<file path="src/rtl/ram_arbiter.sv">
// ram_arbiter: two-requester round-robin arbiter and sequencer for a single-port RAM.
// Define RAM_ARB_CLEAR_EN to zero-fill the RAM after reset before accepting traffic.
module ram_arbiter #(
    parameter int unsigned AW = 8,
    parameter int unsigned DW = 8
) (
    input  logic          sys_clk,
    input  logic          sys_rst_n,
    input  logic          req0,
    input  logic          we0,
    input  logic [AW-1:0] addr0,
    input  logic [DW-1:0] wdata0,
    input  logic          req1,
    input  logic          we1,
    input  logic [AW-1:0] addr1,
    input  logic [DW-1:0] wdata1,
    output logic          gnt0,
    output logic          gnt1,
    output logic          rvalid0,
    output logic          rvalid1,
    output logic [DW-1:0] rdata0,
    output logic [DW-1:0] rdata1,
    output logic          busy,
    output logic          ram_wr_en,
    output logic [AW-1:0] ram_addr,
    output logic [DW-1:0] ram_din,
    input  logic [DW-1:0] ram_dout
);

    typedef enum logic {
        ST_CLEAR = 1'b0,
        ST_ARB   = 1'b1
    } state_t;

`ifdef RAM_ARB_CLEAR_EN
    localparam state_t RST_STATE = ST_CLEAR;
`else
    localparam state_t RST_STATE = ST_ARB;
`endif

    state_t        state_q, state_d;
    logic          last_q, last_d;
    logic          gnt0_d, gnt1_d;
    logic          wr_en_d, busy_d;
    logic [AW-1:0] addr_d;
    logic [DW-1:0] din_d;
    logic          rd_vld_d, rd_id_d;
    logic          s1_vld_q, s1_id_q;
    logic          s2_vld_q, s2_id_q;
    logic          m0, m1;
`ifdef RAM_ARB_CLEAR_EN
    logic [AW-1:0] cnt_q, cnt_d;
`endif

    // A requester granted last cycle is not eligible on this edge
    assign m0 = req0 & ~gnt0;
    assign m1 = req1 & ~gnt1;

    // Next state, arbitration and next RAM-port values
    always_comb begin
        state_d  = state_q;
        last_d   = last_q;
        gnt0_d   = 1'b0;
        gnt1_d   = 1'b0;
        wr_en_d  = 1'b0;
        busy_d   = 1'b0;
        addr_d   = ram_addr;
        din_d    = '0;
        rd_vld_d = 1'b0;
        rd_id_d  = 1'b0;
`ifdef RAM_ARB_CLEAR_EN
        cnt_d    = cnt_q;
`endif
        case (state_q)
            ST_CLEAR: begin
`ifdef RAM_ARB_CLEAR_EN
                wr_en_d = 1'b1;
                busy_d  = 1'b1;
                addr_d  = cnt_q;
                cnt_d   = cnt_q + AW'(1);
                if (cnt_q == '1) begin
                    state_d = ST_ARB;
                end
`else
                state_d = ST_ARB;
`endif
            end
            ST_ARB: begin
                // Requester 0 wins when alone, or on contention if 1 won last
                if (m0 && (!m1 || last_q)) begin
                    gnt0_d   = 1'b1;
                    last_d   = 1'b0;
                    addr_d   = addr0;
                    wr_en_d  = we0;
                    din_d    = we0 ? wdata0 : '0;
                    rd_vld_d = ~we0;
                    rd_id_d  = 1'b0;
                end else if (m1) begin
                    gnt1_d   = 1'b1;
                    last_d   = 1'b1;
                    addr_d   = addr1;
                    wr_en_d  = we1;
                    din_d    = we1 ? wdata1 : '0;
                    rd_vld_d = ~we1;
                    rd_id_d  = 1'b1;
                end
            end
        endcase
    end

    // State, pointer and registered RAM-port / grant outputs
    always_ff @(posedge sys_clk or negedge sys_rst_n) begin
        if (!sys_rst_n) begin
            state_q   <= RST_STATE;
            last_q    <= 1'b1;
            gnt0      <= 1'b0;
            gnt1      <= 1'b0;
            busy      <= 1'b0;
            ram_wr_en <= 1'b0;
            ram_addr  <= '0;
            ram_din   <= '0;
`ifdef RAM_ARB_CLEAR_EN
            cnt_q     <= '0;
`endif
        end else begin
            state_q   <= state_d;
            last_q    <= last_d;
            gnt0      <= gnt0_d;
            gnt1      <= gnt1_d;
            busy      <= busy_d;
            ram_wr_en <= wr_en_d;
            ram_addr  <= addr_d;
            ram_din   <= din_d;
`ifdef RAM_ARB_CLEAR_EN
            cnt_q     <= cnt_d;
`endif
        end
    end

    // Read tag pipeline: returns RAM data to the issuing requester two cycles after grant
    always_ff @(posedge sys_clk or negedge sys_rst_n) begin
        if (!sys_rst_n) begin
            s1_vld_q <= 1'b0;
            s1_id_q  <= 1'b0;
            s2_vld_q <= 1'b0;
            s2_id_q  <= 1'b0;
            rvalid0  <= 1'b0;
            rvalid1  <= 1'b0;
            rdata0   <= '0;
            rdata1   <= '0;
        end else begin
            s1_vld_q <= rd_vld_d;
            s1_id_q  <= rd_id_d;
            s2_vld_q <= s1_vld_q;
            s2_id_q  <= s1_id_q;
            rvalid0  <= s2_vld_q & ~s2_id_q;
            rvalid1  <= s2_vld_q & s2_id_q;
            if (s2_vld_q && !s2_id_q) begin
                rdata0 <= ram_dout;
            end
            if (s2_vld_q && s2_id_q) begin
                rdata1 <= ram_dout;
            end
        end
    end

endmodule

</file>
<file path="config.mk">
export PLATFORM = sky130hd
export DESIGN_NAME = ram_arbiter
export DESIGN_NICKNAME = d
export VERILOG_FILES = /design/src/rtl/ram_arbiter.sv
export SDC_FILE = /design/constraint.sdc
export NUM_CORES = 1
export LEC_CHECK = 0
export CAP_MARGIN = 20
export CORE_MARGIN = 3
export CORE_UTILIZATION = 29
export DETAILED_ROUTE_END_ITERATION = 16
export GPL_TIMING_DRIVEN = 0
export PLACE_DENSITY = 0.66
export SLEW_MARGIN = 30
export SYNTH_ARGS = -nofsm -noshare
export SYNTH_HDL_FRONTEND = slang
export SYNTH_SLANG_ARGS = --single-unit
</file>
<file path="constraint.sdc">
create_clock -name sys_clk -period 1.56 [get_ports sys_clk]
set_clock_uncertainty 0.1 [all_clocks]
set_input_delay 0.312 -clock sys_clk [delete_from_list [all_inputs] [get_ports sys_clk]]
set_output_delay 0.312 -clock sys_clk [all_outputs]
set_load 0.02 [all_outputs]
</file>
==> impl_metrics.py, run 1 <==
metrics = {
    "sta": {
        "fmax_ghz": 0.653,
        "slew_viol_final": 0,
        "timing_hold_violations_final": 0,
        "final_min_period_over_clock_period": 0.982,
        "setup_repair_after_global_routing_missed_its_margin": "false",
        "post-route-min-period_ps": 1530,
        "setup_viol": 0,
    },
    "status": {
        "run_status": "finished, final reports clean",
    },
    "logic_synthesis": {
        "synthXorXnorAreaFrac": 0,
        "synth_cells": 103,
        "post_synthesis_cell_area_um2": 1600,
        "dominantRegCellSynth": "dfrtp_1",
        "yosys_register_bits": 41,
        "synth-simple-area-share": 0.102,
        "ys_warn_count": 0,
        "avgSynthCellArea_um2": 15.5,
        "synth_nets": 149,
        "ys_seq_area_frac": 0.642,
        "yosys.area_share.adder": 0,
        "synth_top_family_by_area": "multiplexers",
        "count_of_flip_flops_with_a_built_in_enable_after_synthesis": 0,
        "synth_largest_type_area_fraction": 0.625,
        "post_synth_main_area_contributors": "dfrtp_1 (63%), mux2_1 (11%), o221a_1 (5.6%)",
        "synth.mux.area_fraction": 0.113,
        "yosys.cell_types.count": 22,
        "synth_largest_area_cell": "dfrtp_1",
        "async_reset_ff_frac": 1.00,
        "compound_gate_fraction_of_synth_area": 0.111,
    },
    "clock_tree": {
        "clk_pin_slew_worst_paths_ps": 80,
        "cts_max_path_buffers": 2,
        "clock_tree.htree_level_count": 2,
        "cts_tree": "built",
        "cts_made_buffers": 5,
        "clock_sinks": 41,
        "cts_root_buffer": "clkbuf_8",
        "worst_skew_pair.late_latency_ps": 280,
    },
    "placement": {
        "place.detailed.instances": 256,
        "postPlaceCellArea_um2": 2530,
        "dp_hpwl_mm": 3.11,
        "port_buffers": 82,
        "routabilityCongestion": 0.836,
    },
    "final_layout": {
        "final_area_um2": 2600,
        "area.growth.synth_to_final_pct": 62.7,
        "final_cells": 266,
        "final_nets": 241,
        "n_fill_cell": 460,
        "n_antenna_cell": 0,
        "drive_gt1_frac": 0.122,
    },
    "setup_path": {
        "worstSetupEndpointType": "register",
        "critical-path-slowest-cell": "clkdlybuf4s50_1",
        "worstPathMaxFanout": 10,
        "slowest_delay_ps": 530,
        "critical_path_class": "in -> reg",
        "r2r_setup_slack_ps": 50,
        "cp.arrival_ps": 1600,
        "timing.rr.end": "ram_addr[7]",
        "chain_of_cells_forming_the_critical_path": "clkdlybuf4s50_1 -> nand2b_4 -> buf_2 -> or3_1 -> o221a_1",
        "r2r-start": "s1_id_q",
        "crit_path_start": "req1",
        "timing.critical_path.required_ps": 1630,
        "worst-r2r-cell-count": 4,
        "cp_launch_type": "input pin",
    },
    "hold_path": {
        "min_delay_worst_endpoint": "s2_vld_q",
        "hold_path_class": "reg -> reg",
        "hold_path_depth": 0,
        "timing.hold.worst.start": "s1_vld_q",
    },
    "floorplanning": {
        "io_pins": 84,
        "initial_standard_cell_utilization_of_the_core": 0.306,
        "die_w_um": 80.3,
        "fp.coreArea_um2": 5240,
        "die_y_um": 80.3,
        "rows": 26,
        "die-area_um2": 6450,
    },
    "route": {
        "first_iter_violations": 21,
        "detail_route.drc_violations": 0,
        "vias": 1229,
        "antenna_left": 0,
        "vias_per_cell": 4.62,
        "drt_wl_total_mm": 3.95,
        "wl_per_cell_um": 14.8,
        "first_pass_iters": 4,
    },
    "global_routing": {
        "first_global_vias": 1339,
        "grt_pass1_wl_mm": 6.38,
        "aggregate_global_routing_overflow": 0,
        "grt_usage": 0.129,
        "grt_antenna_before_repair": 0,
        "grt_max_degree": 28,
    },
    "flow_run": {
        "max_cap_viol_count": 0,
    },
    "pwr": {
        "power_per_cell_area_nw_per_um2": 1350,
        "leakage_nw": 1.17,
        "peakVddDrop_mv": 0.497,
    },
}
[kinds of logic after synthesis]
logic type      count (synthesis)
mux                            16
other cells                     1
flops                          41
compound gates                 18
buf+inv                         7
simple gates                   20
[worst max path at each step]
| stage | cells past startpoint | slack (ps) | to |
|---|---|---|---|
| after global placement | 1 | -860 | rdata0[7] |
| after CTS | 4 | 0.2 | ram_din[7] |
| after global routing | 5 | 0.7 | ram_addr[7] |
| after floorplan | 4 | 100 | ram_addr[1] |
| after detailed placement | 4 | -310 | ram_din[7] |
| final | 5 | 30 | ram_addr[7] |
[flip-flops by register name, summed over array words and instances, names as in the netlist]
| name | flops |
|---|---|
| ram_wr_en | 1 |
| gnt0 | 1 |
| rdata1 | 8 |
| rdata0 | 8 |
| s2_vld_q | 1 |
| ram_din | 8 |
| s1_vld_q | 1 |
| s1_id_q | 1 |
| rvalid1 | 1 |
| last_q | 1 |
| rvalid0 | 1 |
| s2_id_q | 1 |
| ram_addr | 8 |
[per-layer routing]
metal | global-route usage | share of wire
met2 | 0.212 | 0.49
met1 | 0.152 | 0.40
met5 | 0 | 0
met3 | 0.0549 | 0.096
met4 | 0.0405 | 0.013
[Yosys cell counts, types with 2 or more instances]
cell,number
buf_6,2
nand2_1,2
nor3b_2,2
or2_1,2
or3_1,8
dfrtp_1,40
mux2_1,16
nand2b_4,2
buf_2,2
a22o_1,8
o221a_1,8
[stage by stage]
stage	worst slack [ps]	total power [mW]	TNS (ps)	hold slack (ps)	utilization
floorplan	97.4	2.25	0	-83.6	-
global placement	-859	3.05	-39100	233	0.479
detailed placement	-313	3.11	-4970	163	0.483
CTS	0.213	3.57	0	255	0.493
global route	0.736	3.74	0	274	0.497
finish	28.0	3.52	0	254	0.497
[placed cells by master (no fill, tap or decap)]
cell,Yosys,layout
a21o_2,1,1
a22o_1,8,8
and3b_4,1,1
buf_16,0,1
buf_2,2,3
buf_4,1,2
buf_6,2,2
clkbuf_1,0,2
clkbuf_8,0,5
clkdlybuf4s15_1,0,1
clkdlybuf4s50_1,0,44
clkinv_4,0,1
conb_1,1,1
dfrtp_1,40,40
dfstp_2,1,1
dlygate4sd2_1,0,36
dlygate4sd3_1,0,1
inv_1,1,1
inv_2,1,1
mux2_1,16,16
nand2_1,2,1
nand2_2,0,1
nand2b_4,2,2
nor2_1,1,1
nor2b_1,1,1
nor3b_4,1,3
o221a_1,8,8
o32ai_1,1,1
or2_1,2,2
or3_1,8,8
[area by class of cell]
type,count,area (µm²),share of cell area
clock buffers,7,76.3,0.0293
plain buffers,5,40.0,0.0154
multi-input cells,55,541,0.208
inverters,2,7.51,0.00288
clock inverters,1,8.76,0.00336
well taps,70,87.6,0.0336
repair buffers,85,816,0.313
flip-flops and latches,41,1030,0.395
[worst max-delay path: cells and delay by family]
kind / cells / cell delay, ps
buffers and inverters: 2 / 700
AND/OR/NAND/NOR: 2 / 450
AO/OA/AOI/OAI: 1 / 130
[timing repair]
item | 4_1_cts | 5_1_grt
resized for setup | 37 | 4
hold buffers | 1 | 0
hold endpoints to repair | 13 | 0
buffers inserted | 0 | 1
pin swaps | 0 | 1
endpoints found under the setup margin | 38 | 13
[report_power, final]
| part | internal (mW) | total, mW | switching [mW] |
|---|---|---|---|
| clock | 0.319 | 0.652 | 0.333 |
| combinational | 0.625 | 1.35 | 0.721 |
| sequential | 1.38 | 1.53 | 0.151 |
Power figures use the tool's default switching activity.
==> run 2, diff against run 1 <==
- CAP_MARGIN: 20 -> unset
==> results of run 2 <==
No change in the layout: final DEF, timing and power equal those of run 1.
==> run 3, diff against run 2 <==
--- a/config.mk
+++ b/config.mk
@@ -11,6 +11,6 @@
 export GPL_TIMING_DRIVEN = 0
 export PLACE_DENSITY = 0.66
-export SLEW_MARGIN = 30
 export SYNTH_ARGS = -nofsm -noshare
 export SYNTH_HDL_FRONTEND = slang
 export SYNTH_SLANG_ARGS = --single-unit
+export TNS_END_PERCENT = 5
--- a/constraint.sdc
+++ b/constraint.sdc
@@ -3,3 +3,3 @@
 set_input_delay 0.312 -clock sys_clk [delete_from_list [all_inputs] [get_ports sys_clk]]
 set_output_delay 0.312 -clock sys_clk [all_outputs]
-set_load 0.02 [all_outputs]
+set_load 0.05 [all_outputs]
==> run 3 against run 2 <==
Compared with the run above:
- register-to-register slack hardly changed
- sequential power hardly changed
- worst setup slack better by 11 ps
- combinational power is 50% higher
- largest cell class unchanged
==> impl_metrics.py, run 3 (synthesized netlist as in run 1, its figures left out) <==
metrics = {
    "status": {
        "run_status": "finished, final reports clean",
    },
    "setup_path": {
        "worstSetupEndpointType": "output port",
        "slowest_delay_ps": 500,
        "cp_launch_type": "register",
        "chain_of_cells_forming_the_critical_path": "clkdlybuf4s15_1",
        "total_buffers_and_inverters_traversed_by_the_critical_path": 1,
        "worstPathMaxFanout": 1,
        "timing.critical_path.max_delay_family": "buffers and inverters",
        "r2r_setup_slack_ps": 60,
        "critical_path_class": "reg -> out",
        "critical-path-slowest-cell": "clkdlybuf4s15_1",
        "timing.critical_path.required_ps": 1150,
        "cp.arrival_ps": 1110,
    },
    "clock_tree": {
        "clock_tree.htree_level_count": 2,
        "ctsHoldBuffers": 0,
        "cts_root_buffer": "clkbuf_8",
        "cts_max_path_buffers": 2,
        "clock_sinks": 41,
        "cts_tree": "built",
        "clk_pin_slew_worst_paths_ps": 80,
        "cts.repair_timing.setup_buffer_count": 0,
        "worst_skew_pair.late_latency_ps": 290,
        "cts_made_buffers": 5,
    },
    "route": {
        "vias": 1194,
        "antenna_left": 0,
        "wl_per_cell_um": 14.9,
        "first_pass_iters": 4,
        "drt_wl_total_mm": 3.91,
        "vias_per_cell": 4.54,
        "detail_route.drc_violations": 0,
        "first_iter_violations": 22,
    },
    "final_layout": {
        "n_fill_cell": 461,
        "layout_commonest_cell": "clkdlybuf4s50_1",
        "final_nets": 238,
        "area.growth.synth_to_final_pct": 62.9,
        "multi_input_area_um2": 541,
        "final_cell_mix": "clkdlybuf4s50_1 (43), dfrtp_1 (38), clkdlybuf4s15_2 (19)",
        "n_antenna_cell": 0,
        "seq_area_um2": 1030,
        "drive_gt1_frac": 0.311,
        "final_cells": 263,
        "final_area_um2": 2610,
        "final_util": 0.498,
    },
    "floorplanning": {
        "fp.coreArea_um2": 5240,
        "io_pins": 84,
        "initial_standard_cell_utilization_of_the_core": 0.306,
        "die-area_um2": 6450,
        "die_w_um": 80.3,
        "die_y_um": 80.3,
        "rows": 26,
    },
    "sta": {
        "setup_repair_after_global_routing_missed_its_margin": "false",
        "post-route-min-period_ps": 1520,
        "final_min_period_over_clock_period": 0.975,
        "setup_viol": 0,
        "slew_viol_final": 0,
        "final.hold.worst_slack_ps": 38.1,
        "timing_hold_violations_final": 0,
        "fmax_ghz": 0.657,
        "worst_pin_slew_ps": 883,
        "maxSlewHeadroom": 0.411,
    },
    "global_routing": {
        "grt_pass1_wl_mm": 6.33,
        "aggregate_global_routing_overflow": 0,
        "grt_max_degree": 42,
        "grt_antenna_before_repair": 0,
        "first_global_vias": 1332,
        "grt_usage": 0.130,
    },
    "placement": {
        "place.detailed.instances": 255,
        "port_buffers": 82,
        "postPlaceCellArea_um2": 2510,
        "routabilityCongestion": 0.771,
        "dp_hpwl_mm": 2.96,
    },
    "pwr": {
        "p_total_mw": 4.56,
        "leakage_nw": 1.14,
        "power_per_cell_area_nw_per_um2": 1750,
        "peakVddDrop_mv": 0.779,
    },
    "flow_run": {
        "max_cap_viol_count": 0,
    },
    "hold_path": {
        "hold_path_class": "in -> async",
    },
}
[run 3: changes by cell type in the layout (fill, tap and decap cells not counted), moves of 2 or more]
cell             before  now
dfrtp_1              40   38
dlygate4sd2_1        36    0
clkbuf_1              2    0
clkbuf_2              0   14
clkdlybuf4s15_2       0   19
clkdlybuf4s15_1       1    3
bufinv_16             0    2
dfrtp_2               0    2
[run 3: metal layers]
| layer | GRT usage | wire length [µm] |
|---|---|---|
| met3 | 0.0684 | 428 |
| met5 | 0 | 0 |
| met1 | 0.157 | 1620 |
| met4 | 0.0473 | 46 |
| met2 | 0.197 | 1820 |
[run 3: worst paths after layout]
kind,startpoint,endpoint,cells past startpoint
max in group asynchronous,sys_rst_n,s1_id_q,1
hold reg to reg,s1_vld_q,s2_vld_q,0
min in group sys_clk,s1_vld_q,s2_vld_q,0
setup / recovery,ram_din[1],ram_din[1],1
hold / removal,sys_rst_n,gnt0,1
setup reg to reg,s1_id_q,ram_addr[1],4
[run 3: timing repair]
item                                    CTS  global route
pin swaps                                 0             1
gates resized for setup                  95            19
endpoints found under the hold margin     0             0
endpoints found under the setup margin   43            24
[run 3: where the power goes]
part | leakage, nW | total, mW | switching, mW | internal [mW]
Sequential | 0.493 | 1.54 | 0.162 | 1.38
Clock | 0.0681 | 0.994 | 0.358 | 0.636
Combinational | 0.579 | 2.03 | 1.38 | 0.645
Total | 1.14 | 4.56 | 1.90 | 2.66
[run 3: cell type report]
| type | instances | share of cell area |
|---|---|---|
| Buffer | 5 | 0.0154 |
| Clock buffer | 5 | 0.0264 |
| Clock inverter | 3 | 0.0250 |
| Inverter | 2 | 0.00288 |
| Multi-Input combinational cell | 55 | 0.207 |
| Sequential cell | 41 | 0.395 |
| Tap cell | 70 | 0.0336 |
| Timing Repair Buffer | 82 | 0.294 |
[run 3: through the flow]
stage          worst slack [ps]  setup TNS [ps]
3_5_place_dp               -326           -5350
2_1_floorplan              41.2               0
3_3_place_gp              -1010          -40240
5_1_grt                   0.954               0
6_report                   38.8               0
4_1_cts                   -43.6           -43.6
